## src/rtl/pri_iter.sv

```systemverilog
// Iterative priority grant engine: captures a request vector, then hands out
// one grant per accepted handshake, highest priority first, until empty.
module pri_iter #(
    parameter int unsigned WIDTH     = 64,
    parameter int unsigned GROUP     = 8,
    parameter logic        MSB_FIRST = 1'b0,
    localparam int unsigned IW       = $clog2(WIDTH),
    localparam int unsigned CW       = $clog2(WIDTH + 1)
) (
    input  logic             clk_i,
    input  logic             rst_n_i,
    input  logic             init_i,
    input  logic [WIDTH-1:0] data_i,
    input  logic             flush_i,
    output logic             ready_o,
    output logic             valid_o,
    output logic [WIDTH-1:0] onehot_o,
    output logic [IW-1:0]    index_o,
    output logic             last_o,
    input  logic             ack_i,
    output logic             done_o,
    output logic [CW-1:0]    count_o
);

    localparam int unsigned NG = WIDTH / GROUP;

    typedef enum logic [1:0] {
        ST_IDLE = 2'd0,
        ST_BUSY = 2'd1,
        ST_FIN  = 2'd2
    } state_e;

    state_e           state_q, state_d;
    logic [WIDTH-1:0] pend_q, pend_d;
    logic [CW-1:0]    cnt_q, cnt_d;

    logic [WIDTH-1:0] pend_ord;
    logic [NG-1:0]    grp;
    logic [GROUP-1:0] grp_bits [NG];
    logic [GROUP-1:0] gbits;
    logic [IW-1:0]    gbase;
    logic [IW-1:0]    ord_idx;
    logic [IW-1:0]    grant_idx;
    logic [WIDTH-1:0] grant_oh;
    logic             pend_one;

    // Reorder so that bit 0 of pend_ord is always the highest priority.
    for (genvar i = 0; i < WIDTH; i++) begin : g_ord
        assign pend_ord[i] = MSB_FIRST ? pend_q[WIDTH-1-i] : pend_q[i];
    end

    for (genvar g = 0; g < NG; g++) begin : g_grp
        assign grp_bits[g] = pend_ord[g*GROUP +: GROUP];
        assign grp[g]      = |grp_bits[g];
    end

    // Level 1: lowest set group wins; level 2: lowest set bit inside it.
    always_comb begin
        gbase   = '0;
        gbits   = '0;
        ord_idx = '0;
        for (int g = int'(NG) - 1; g >= 0; g--) begin
            if (grp[g]) begin
                gbase = IW'(g * GROUP);
                gbits = grp_bits[g];
            end
        end
        ord_idx = gbase;
        for (int b = int'(GROUP) - 1; b >= 0; b--) begin
            if (gbits[b]) begin
                ord_idx = gbase + IW'(b);
            end
        end
    end

    assign grant_idx = MSB_FIRST ? (IW'(WIDTH - 1) - ord_idx) : ord_idx;
    assign grant_oh  = WIDTH'(1) << grant_idx;
    assign pend_one  = (pend_q != '0) && ((pend_q & (pend_q - WIDTH'(1))) == '0);

    // State and datapath registers.
    always_ff @(posedge clk_i or negedge rst_n_i) begin
        if (!rst_n_i) begin
            state_q <= ST_IDLE;
            pend_q  <= '0;
            cnt_q   <= '0;
        end else begin
            state_q <= state_d;
            pend_q  <= pend_d;
            cnt_q   <= cnt_d;
        end
    end

    // Next-state and datapath update; flush overrides everything.
    always_comb begin
        state_d = state_q;
        pend_d  = pend_q;
        cnt_d   = cnt_q;
        if (flush_i) begin
            state_d = ST_IDLE;
            pend_d  = '0;
            cnt_d   = '0;
        end else begin
            unique case (state_q)
                ST_IDLE: begin
                    if (init_i) begin
                        cnt_d = '0;
                        if (data_i != '0) begin
                            pend_d  = data_i;
                            state_d = ST_BUSY;
                        end else begin
                            state_d = ST_FIN;
                        end
                    end
                end
                ST_BUSY: begin
                    if (ack_i) begin
                        pend_d = pend_q & ~grant_oh;
                        cnt_d  = cnt_q + CW'(1);
                        if (pend_one) begin
                            state_d = ST_FIN;
                        end
                    end
                end
                ST_FIN: begin
                    state_d = ST_IDLE;
                end
                default: begin
                    state_d = ST_IDLE;
                end
            endcase
        end
    end

    // Moore outputs decoded from the registered state and pending map.
    always_comb begin
        ready_o  = 1'b0;
        valid_o  = 1'b0;
        done_o   = 1'b0;
        onehot_o = '0;
        index_o  = '0;
        last_o   = 1'b0;
        count_o  = cnt_q;
        unique case (state_q)
            ST_IDLE: ready_o = 1'b1;
            ST_BUSY: begin
                valid_o  = 1'b1;
                onehot_o = grant_oh;
                index_o  = grant_idx;
                last_o   = pend_one;
            end
            ST_FIN:  done_o = 1'b1;
            default: ready_o = 1'b0;
        endcase
    end

endmodule

```

## config.mk

```make
export PLATFORM = sky130hd
export DESIGN_NAME = pri_iter
export DESIGN_NICKNAME = d
export VERILOG_FILES = /design/src/rtl/pri_iter.sv
export SDC_FILE = /design/constraint.sdc
export NUM_CORES = 1
export LEC_CHECK = 0
export ABC_CLOCK_PERIOD_IN_PS = 9500
export CAP_MARGIN = 20
export CORE_AREA = 4 4 124 126
export CTS_BUF_LIST = sky130_fd_sc_hd__clkbuf_8
export CTS_CLUSTER_SIZE = 40
export DETAILED_ROUTE_END_ITERATION = 7
export DIE_AREA = 0 0 128 130
export HOLD_SLACK_MARGIN = 0.15
export PLACE_DENSITY_LB_ADDON = 0.1
export SETUP_SLACK_MARGIN = 0.15
export SLEW_MARGIN = 20
export SYNTH_ARGS = -nofsm -noshare
export SYNTH_HDL_FRONTEND = slang
export SYNTH_SLANG_ARGS = --single-unit
```

## constraint.sdc

```tcl
create_clock -name clk_i -period 9.5 [get_ports clk_i]
set_clock_uncertainty 0.1 [all_clocks]
set_input_delay 1.425 -clock clk_i [delete_from_list [all_inputs] [get_ports clk_i]]
set_output_delay 1.425 -clock clk_i [all_outputs]
set_load 0.02 [all_outputs]
```

; ---- After elaboration in Yosys (flattened, before gate mapping)
; Cells that the tools add are included.
[word_totals]
regBits = 73
latch_bits = 0
mem_bits_rw = 0
mem_bits_ro = 0
input_bits = 69
out_inout_bits = 81
wordCells = 84
n_memories = 0
[op_classes]
add_sub_neg = 9
mul = 0
div = 0
magnitude_cmp = 0
n_eq_ne = 6
n_shift = 1
mux = 45
bitwise_logic = 3
reduce_logical = 17
[op_table]
columns = operator, count
row1 = two-way mux 64 bit, 5
row2 = bitwise AND 64 bit, 2
row3 = one-hot mux 64 bit (2 select lines), 1
row4 = nonzero test 64 bit, 2
row5 = two-way mux 6 bit, 17
row6 = logical NOT 64 bit, 1
row7 = two-way mux 8 bit, 8
row8 = NOT 64 bit, 1
row9 = OR reduction 8 bit, 8
row10 = "<< shifter 1 x 6 -> 64 bit, first input constant", 1
row11 = "subtractor 64 x 1 -> 64 bit, second input constant", 1
row12 = "adder 6 x 3 -> 6 bit, second input constant", 4
row13 = two-way mux 7 bit, 3
row14 = one-hot mux 7 bit (2 select lines), 1
row15 = "adder 6 x 2 -> 6 bit, second input constant", 2
row16 = "!= test 3 bit, second input constant", 4
row17 = two-way mux 2 bit, 5
row18 = "adder 7 x 1 -> 7 bit, second input constant", 1
row19 = "adder 6 x 1 -> 6 bit, second input constant", 1
row20 = AND reduction 3 bit, 2
row21 = two-way mux 1 bit, 4
row22 = one-hot mux 2 bit (2 select lines), 1
row23 = AND reduction 4 bit, 1
row24 = nonzero test 3 bit, 1
row25 = 4 further kinds, 4

; ---- Longest topological paths before layout
; Gate-level depths: netlist of the first run.
[logic_depth]
depth_word = 24
ltp_mapped = 12
ltp_nobuf = 9

; ---- Worst setup path before layout of the first run
; OpenSTA, ideal clock, no wires.
[synth_path]
path_kind = register -> output
from = register pend_q[4], in the netlist pend_ord[4]
to = output last_o
arrival_ns = 3.171
t_required_ns = 7.975
setup_slack_ns = 4.804
path_stages_with_launch = 11
n_path_buf = 2
cell_sequence = dfrtp_1 > buf_6 > nor4_4 > nand4_4 > or3_1 > buf_6 > o41ai_1 > nand4_1 > nor4_1 > nand4_1 > nor4_1
[synth_between]
elab_chain_cells = 5
word_cells_on_any_way = 6
cone_classes = add/sub (1) / mux (1) / bitwise (1) / reduce/logical (3)
[synth_rtl]
columns = item, line_no
row1 = "start, declared", 34  ; logic [WIDTH-1:0] pend_q, pend_d;
row2 = "start signal, assigned", 88  ; pend_q <= pend_d;
row3 = subtractor 64 x 1 -> 64 bit, 78  ; assign pend_one = (pend_q != '0) && ((pend_q & (pend_q - WIDTH'(1))) == '0);
row4 = bitwise AND 64 bit, 78
row5 = logical NOT 64 bit, 78
row6 = logical AND 1 bit (*), 78
row7 = two-way mux 1 bit (*), 143  ; unique case (state_q)
row8 = "end, declared", 19  ; output logic last_o,
; Mark *: on every way between the ends. The rest lies on a longest branch, timed or not.

; ---- Worst setup path after layout of the first run
[layout_path]
from = register pend_q[5], in the netlist pend_ord[5]
to = output onehot_o[48]
[layout_between]
elab_chain_cells = 13
word_cells_on_any_way = 20
cone_classes = add/sub (7) / shift (1) / mux (11) / reduce/logical (1)
[layout_rtl]
columns = item, line_no
row1 = OR reduction 8 bit, 54  ; assign grp[g] = |grp_bits[g];
row2 = two-way mux 6 bit, 63  ; if (grp[g]) begin
row3 = adder 6 x 3 -> 6 bit, 71  ; ord_idx = gbase + IW'(b);
row4 = two-way mux 6 bit (7 in a row), 70  ; if (gbits[b]) begin
row5 = two-way mux 6 bit (*), 70
row6 = << shifter 1 x 6 -> 64 bit (*), 77  ; assign grant_oh = WIDTH'(1) << grant_idx;
row7 = two-way mux 64 bit (*), 143
row8 = "end, declared", 17  ; output logic [WIDTH-1:0] onehot_o,
; Marks and branches as above.

==> flow_summary.toml, run 1 <==
[floorplanning]
die_area_um2 = 16600
fp-row-count = 44
die_h_um = 130
io_pins = 150
fp.coreArea_um2 = 14300
start_util_pct = 44.2
die_x_um = 128

[timing]
setup_viol = 0
finalHoldViolCount = 0
max_freq_ghz = 0.149
relSlewSlack_pct = 26.5
min_period_ps = 6690
finalMaxSlewViolations = 0
hold_slack_ps = 402
fin_setup_tns_ps = 0
fin_ws_ps = 2810
rsz0062_at_grt = "false"
fin_crit_sh_pct = 70.5
tightest_slew_ps = 1100

[synth]
ys_ff_latch = 73
netlist_area_um2 = 6320
async_flop_share_pct = 100
yosysTopAreaCell = "dfrtp_1"
yosysWarnings = 0
ys_top_cells_by_area = "dfrtp_1 29%, nor2_1 6.4%, nand2_1 6.1%"
synth_most_common_cell = "nor2_1"
synth_cell_types = 88
yosysSeqAreaShare_pct = 28.9
synth-edff-count = 0
syn_avg_cell_area_um2 = 7.72
synthDominantCellAreaShare_pct = 28.9
synthFlopType = "dfrtp_1"
synth_commonest_cells = "108 x nor2_1, 102 x nand2_1, 73 x dfrtp_1"
synth_cells = 819
synthesis.nets = 889

[grt]
grt_max_degree = 74
grtUsageTotal_pct = 35.3
grt-ovfl-total = 0
grt_pass1_wl_um = 45000
grt_pass1_vias = 7636
antenna_found_initial = 0

[pwr]
powerDensity_nw_per_um2 = 207
leakagePower_nw = 2.96
ir_worst_vdd_uv = 84.9

[clock_network]
cts_tree = "built"
clock_tree.buffer_depth = 2
numCtsBuffers = 9
numClockSinks = 73
cts.clk_slew.worst_paths_ps = 90
worst_skew_pair.late_latency_ps = 370
cts_setup_buffers = 0
htreeDepth = 3
cts_root_buf = "clkbuf_8"
ctsHoldBuffers = 0
ctsResizeCount = 0

[min_path]
hp-class = "flop to flop"

[final_layout]
diodes = 0
multi_input_area_um2 = 4140
seq_area_um2 = 1830
areaGrowthSynthToFinish_pct = 26.4
fin_cells = 1111
nNetsFinal = 992
fillCellCount = 1355
drive_above_1_share_pct = 8.41

[drt]
vias_per_cell = 7.05
drc = 0
drt-initial-drc-count = 1006
totalWireLength_um = 29900
vias = 7835
drt-pass1-iter-count = 6
wl_per_cell_um = 26.9
ant_nets = 0

[critical_path]
worstSetupPathType = "flop to primary output"
start_kind = "flop"
cp.required_ps = 7980
cp.arrival_ps = 5170
cp_max_fo = 17
reg2reg_setup_slack_ps = 4810
cp-end-kind = "primary output"

[place]
io_buffers = 149
dpl_worst_slack_ps = 3280
place_congestion = 1.02
placed_cells = 1095
place_hpwl_um = 23200

[outcome]
status = "complete, no violations"

[flow_run]
maxCapViolations = 0
==> routing by layer <==
layer | vias to the layer above | share of wire, % | GRT usage [%]
li1 | 3381 | - | -
met1 | 3784 | 40 | 47.9
met2 | 589 | 45 | 55.2
met3 | 81 | 11 | 7.61
met4 | 0 | 3.9 | 14.4
met5 | - | 0 | 0
==> logic make-up (layout without fill, tap and decap cells) <==
kind of cell,Yosys count,in the layout,share of synthesized area (%)
flip-flops,73,73,28.9
adder cells (fa/ha/maj),2,2,0.356
buffers and inverters,80,188,5.82
AND/OR/NAND/NOR,387,387,31.4
multiplexers,1,1,0.158
AO/OA/AOI/OAI,276,276,33.4
==> flip-flops by register name, summed over array words and instances (netlist names) <==
register  cells
pend_ord     64
count_o       7
state_q       2
==> placed cells by master, fill, tap and decap left out, types with 5 or more instances in the layout <==
master,n
a21boi_0,7
a21oi_1,24
a221o_1,8
a22o_1,23
a22oi_1,9
a31o_2,18
a31oi_1,22
a41oi_1,15
and3_1,8
buf_4,6
clkbuf_8,10
clkdlybuf4s50_1,148
dfrtp_1,73
inv_1,16
nand2_1,102
nand2b_1,7
nand3_1,23
nand4_1,15
nor2_1,108
nor2b_1,5
nor3_1,21
nor3_2,6
nor4_1,37
o211ai_1,6
o21a_1,6
o21ai_0,45
o311ai_0,9
o31ai_1,11
o41ai_1,12
or2_2,8
or3_1,13
or4_1,7
==> final timing paths <==
path                                           from                  endpoint  depth (start not counted)
max                         pend_ord[5]$_DFFE_PN0P_              onehot_o[48]                          9
min                          count_o[6]$_DFFE_PN0P_    count_o[6]$_DFFE_PN0P_                          1
max reg2reg                pend_ord[10]$_DFFE_PN0P_  pend_ord[37]$_DFFE_PN0P_                          8
min reg2reg                  count_o[6]$_DFFE_PN0P_    count_o[6]$_DFFE_PN0P_                          1
max in group asynchronous                   rst_n_i  pend_ord[18]$_DFFE_PN0P_                          1
min in group asynchronous                   rst_n_i  pend_ord[55]$_DFFE_PN0P_                          1
==> power breakdown <==
| group | switching (mW) | internal [mW] |
|---|---|---|
| Combinational | 0.592 | 0.307 |
| Sequential | 0.134 | 0.357 |
| Clock | 0.131 | 0.129 |
==> final cells by class <==
class | instances | area share, %
Sequential cell | 73 | 22.9
Tap cell | 184 | 2.88
Inverter | 18 | 0.845
Clock buffer | 10 | 1.72
Multi-Input combinational cell | 666 | 51.8
Timing Repair Buffer | 154 | 19.1
Clock inverter | 6 | 0.830
==> critical path: stages (launching register included) <==
cell and delay, ps:
dfrtp_1 480, nor4_4 570, nand3_1 590, nor4_1 950
and2_0 740, nand2_1 280, inv_2 150, nand2_1 230
nor2_1 180, clkdlybuf4s50_1 630
==> stage by stage <==
stage / instance area, um2 / total power [mW] / util, %
3_5_place_dp: 7790 / 1.36 / 54.4
3_3_place_gp: 7790 / 1.35 / 54.4
6_report: 7990 / 1.65 / 55.8
5_1_grt: 7990 / 1.72 / 55.8
2_1_floorplan: 6320 / 1.06 / -
4_1_cts: 7990 / 1.62 / 55.8
Power figures use the tool's default switching activity.
==> run 2: changes to the inputs <==
--- a/config.mk
+++ b/config.mk
@@ -5,7 +5,7 @@
 export SDC_FILE = /design/constraint.sdc
 export NUM_CORES = 1
 export LEC_CHECK = 0
-export ABC_CLOCK_PERIOD_IN_PS = 9500
+export ABC_CLOCK_PERIOD_IN_PS = 6800
 export CAP_MARGIN = 20
 export CORE_AREA = 4 4 124 126
 export CTS_BUF_LIST = sky130_fd_sc_hd__clkbuf_8
==> constraint.sdc (replaced) <==
create_clock -name clk_i -period 6.8 [get_ports clk_i]
set_clock_uncertainty 0.1 [all_clocks]
set_input_delay 1.02 -clock clk_i [delete_from_list [all_inputs] [get_ports clk_i]]
set_output_delay 1.02 -clock clk_i [all_outputs]
set_load 0.02 [all_outputs]
==> run 2 against run 1 <==
Die area is the same. Sequential power up 39%. Worst setup slack got worse by 1900 ps. First-iteration DRC count is 11% higher. Power increased by 42%. Combinational power rose by 42%. Via count rose by 0.59%. Critical path depth up 2. Clock power rose by 45%. Global-route usage rose by 1.3 points. Cell count up 0.45%. Hold slack better by 18 ps. Largest power group unchanged.
==> flow_summary.toml, run 2 (synthesized netlist as in run 1, its figures left out) <==
[critical_path]
cp-startpoint = "pend_ord[4]$_DFFE_PN0P_"
start_kind = "flop"
worstSetupPathType = "flop to primary output"
cp-end-kind = "primary output"
cp.arrival_ps = 4820
cp_max_fo = 15
rr_worst_depth = 8
r2r_start = "pend_ord[10]$_DFFE_PN0P_"
cp.required_ps = 5680

[floorplanning]
fp.coreArea_um2 = 14300
fp-row-count = 44
die_h_um = 130
die_area_um2 = 16600
die_x_um = 128
start_util_pct = 44.2
io_pins = 150

[final_layout]
fin_area_um2 = 8030
seq_area_um2 = 1830
multi_input_area_um2 = 4140
areaGrowthSynthToFinish_pct = 27.0
diodes = 0
drive_above_1_share_pct = 8.91
utilization_pct = 56.1
largest_reg_flops = 64
layout_common_cells = "148 x clkdlybuf4s50_1, 108 x nor2_1, 102 x nand2_1, 73 x dfrtp_1, 45 x o21ai_0"
fillCellCount = 1309
nNetsFinal = 997
layout_commonest_cell = "clkdlybuf4s50_1"

[timing]
relSlewSlack_pct = 24.2
fin_crit_sh_pct = 87.3
rsz0062_at_grt = "false"
finalMaxSlewViolations = 0
setup_viol = 0
finalHoldViolCount = 0
min_period_ps = 5940
tightest_slew_ps = 1130
max_freq_ghz = 0.168
fin_setup_tns_ps = 0

[clock_network]
htreeDepth = 3
worst_skew_pair.late_latency_ps = 360
ctsHoldBuffers = 0
cts_root_buf = "clkbuf_8"
numCtsBuffers = 9
numClockSinks = 73
cts_tree = "built"
cts.clk_slew.worst_paths_ps = 90
clock_tree.buffer_depth = 2
ctsResizeCount = 0
cts_setup_buffers = 0

[place]
place_area_um2 = 7830
place_hpwl_um = 24000
place_congestion = 0.976
io_buffers = 149

[min_path]
holdPathStages = 1
hp-class = "flop to flop"
min-delay-start = "count_o[6]$_DFFE_PN0P_"

[grt]
antenna_found_initial = 0
grt_pass1_vias = 7834
grt-ovfl-total = 0
grtUsageTotal_pct = 36.6
grt_max_degree = 74
grt_pass1_wl_um = 46300

[drt]
drt-pass1-iter-count = 8
ant_nets = 0
drc = 0
wl_per_cell_um = 27.6
drt-initial-drc-count = 1120
vias = 7881
totalWireLength_um = 30800
vias_per_cell = 7.06

[pwr]
powerDensity_nw_per_um2 = 292
power.total_mw = 2.34
leakagePower_nw = 2.99
ir_worst_vdd_uv = 132

[flow_run]
maxCapViolations = 0

[outcome]
status = "complete, no violations"
-- run 2: changes by cell type in the layout (fill, tap and decap cells not counted), sizes merged --
cell | before | now
clkbuf | 10 | 9
inv | 18 | 21
buf | 6 | 11
clkinv | 2 | 1
clkinvlp | 3 | 2
-- run 2: metal layers --
metal,global-route usage (%),up-vias,wire [um]
met5,0,-,0
met4,16.5,0,1400
met3,8.60,95,3580
met2,56.8,622,13800
met1,48.8,3763,12100
li1,-,3401,-
-- run 2: cell type report --
type | instances | area share, %
Multi-Input combinational cell | 666 | 51.5
Sequential cell | 73 | 22.7
Timing Repair Buffer | 159 | 19.5
Tap cell | 184 | 2.87
Clock buffer | 9 | 1.54
Clock inverter | 7 | 1.06
Inverter | 18 | 0.841
-- run 2: per-stage QoR --
stage / std cells / setup WS [ps] / hold slack [ps]
global placement: 1100 / 1370 / 386
detailed placement: 1100 / 1340 / 391
floorplan: 819 / 2510 / 402
global route: 1116 / 568 / 444
CTS: 1116 / 938 / 415
finish: 1116 / 862 / 420
-- run 2: worst paths after layout --
kind | slack (ps) | endpoint
worst max register to register | 2230 | pend_ord[21]$_DFFE_PN0P_
worst min register to register | 420 | count_o[6]$_DFFE_PN0P_
worst min-delay path | 420 | count_o[6]$_DFFE_PN0P_
min in group asynchronous | 680 | pend_ord[41]$_DFFE_PN0P_
max in group asynchronous | 5280 | pend_ord[7]$_DFFE_PN0P_
worst max-delay path | 860 | onehot_o[49]
-- run 2: power breakdown --
group,total [mW],switching [mW],internal (mW),leakage (nW)
clock network,0.376,0.199,0.177,0.100
logic,1.28,0.847,0.437,1.91
registers,0.683,0.184,0.499,0.977
total,2.34,1.23,1.11,2.99
-- run 2: worst max-delay path, cell delays in order, from the launching register on --
cell             delay, ps
dfrtp_1                530
nor4_4                 580
nand3_1                320
buf_4                  290
nor4_1                 950
and2_0                 240
buf_4                  210
nand2_1                160
inv_2                  140
nand2_1                220
nor2_1                 170
clkdlybuf4s50_1        660
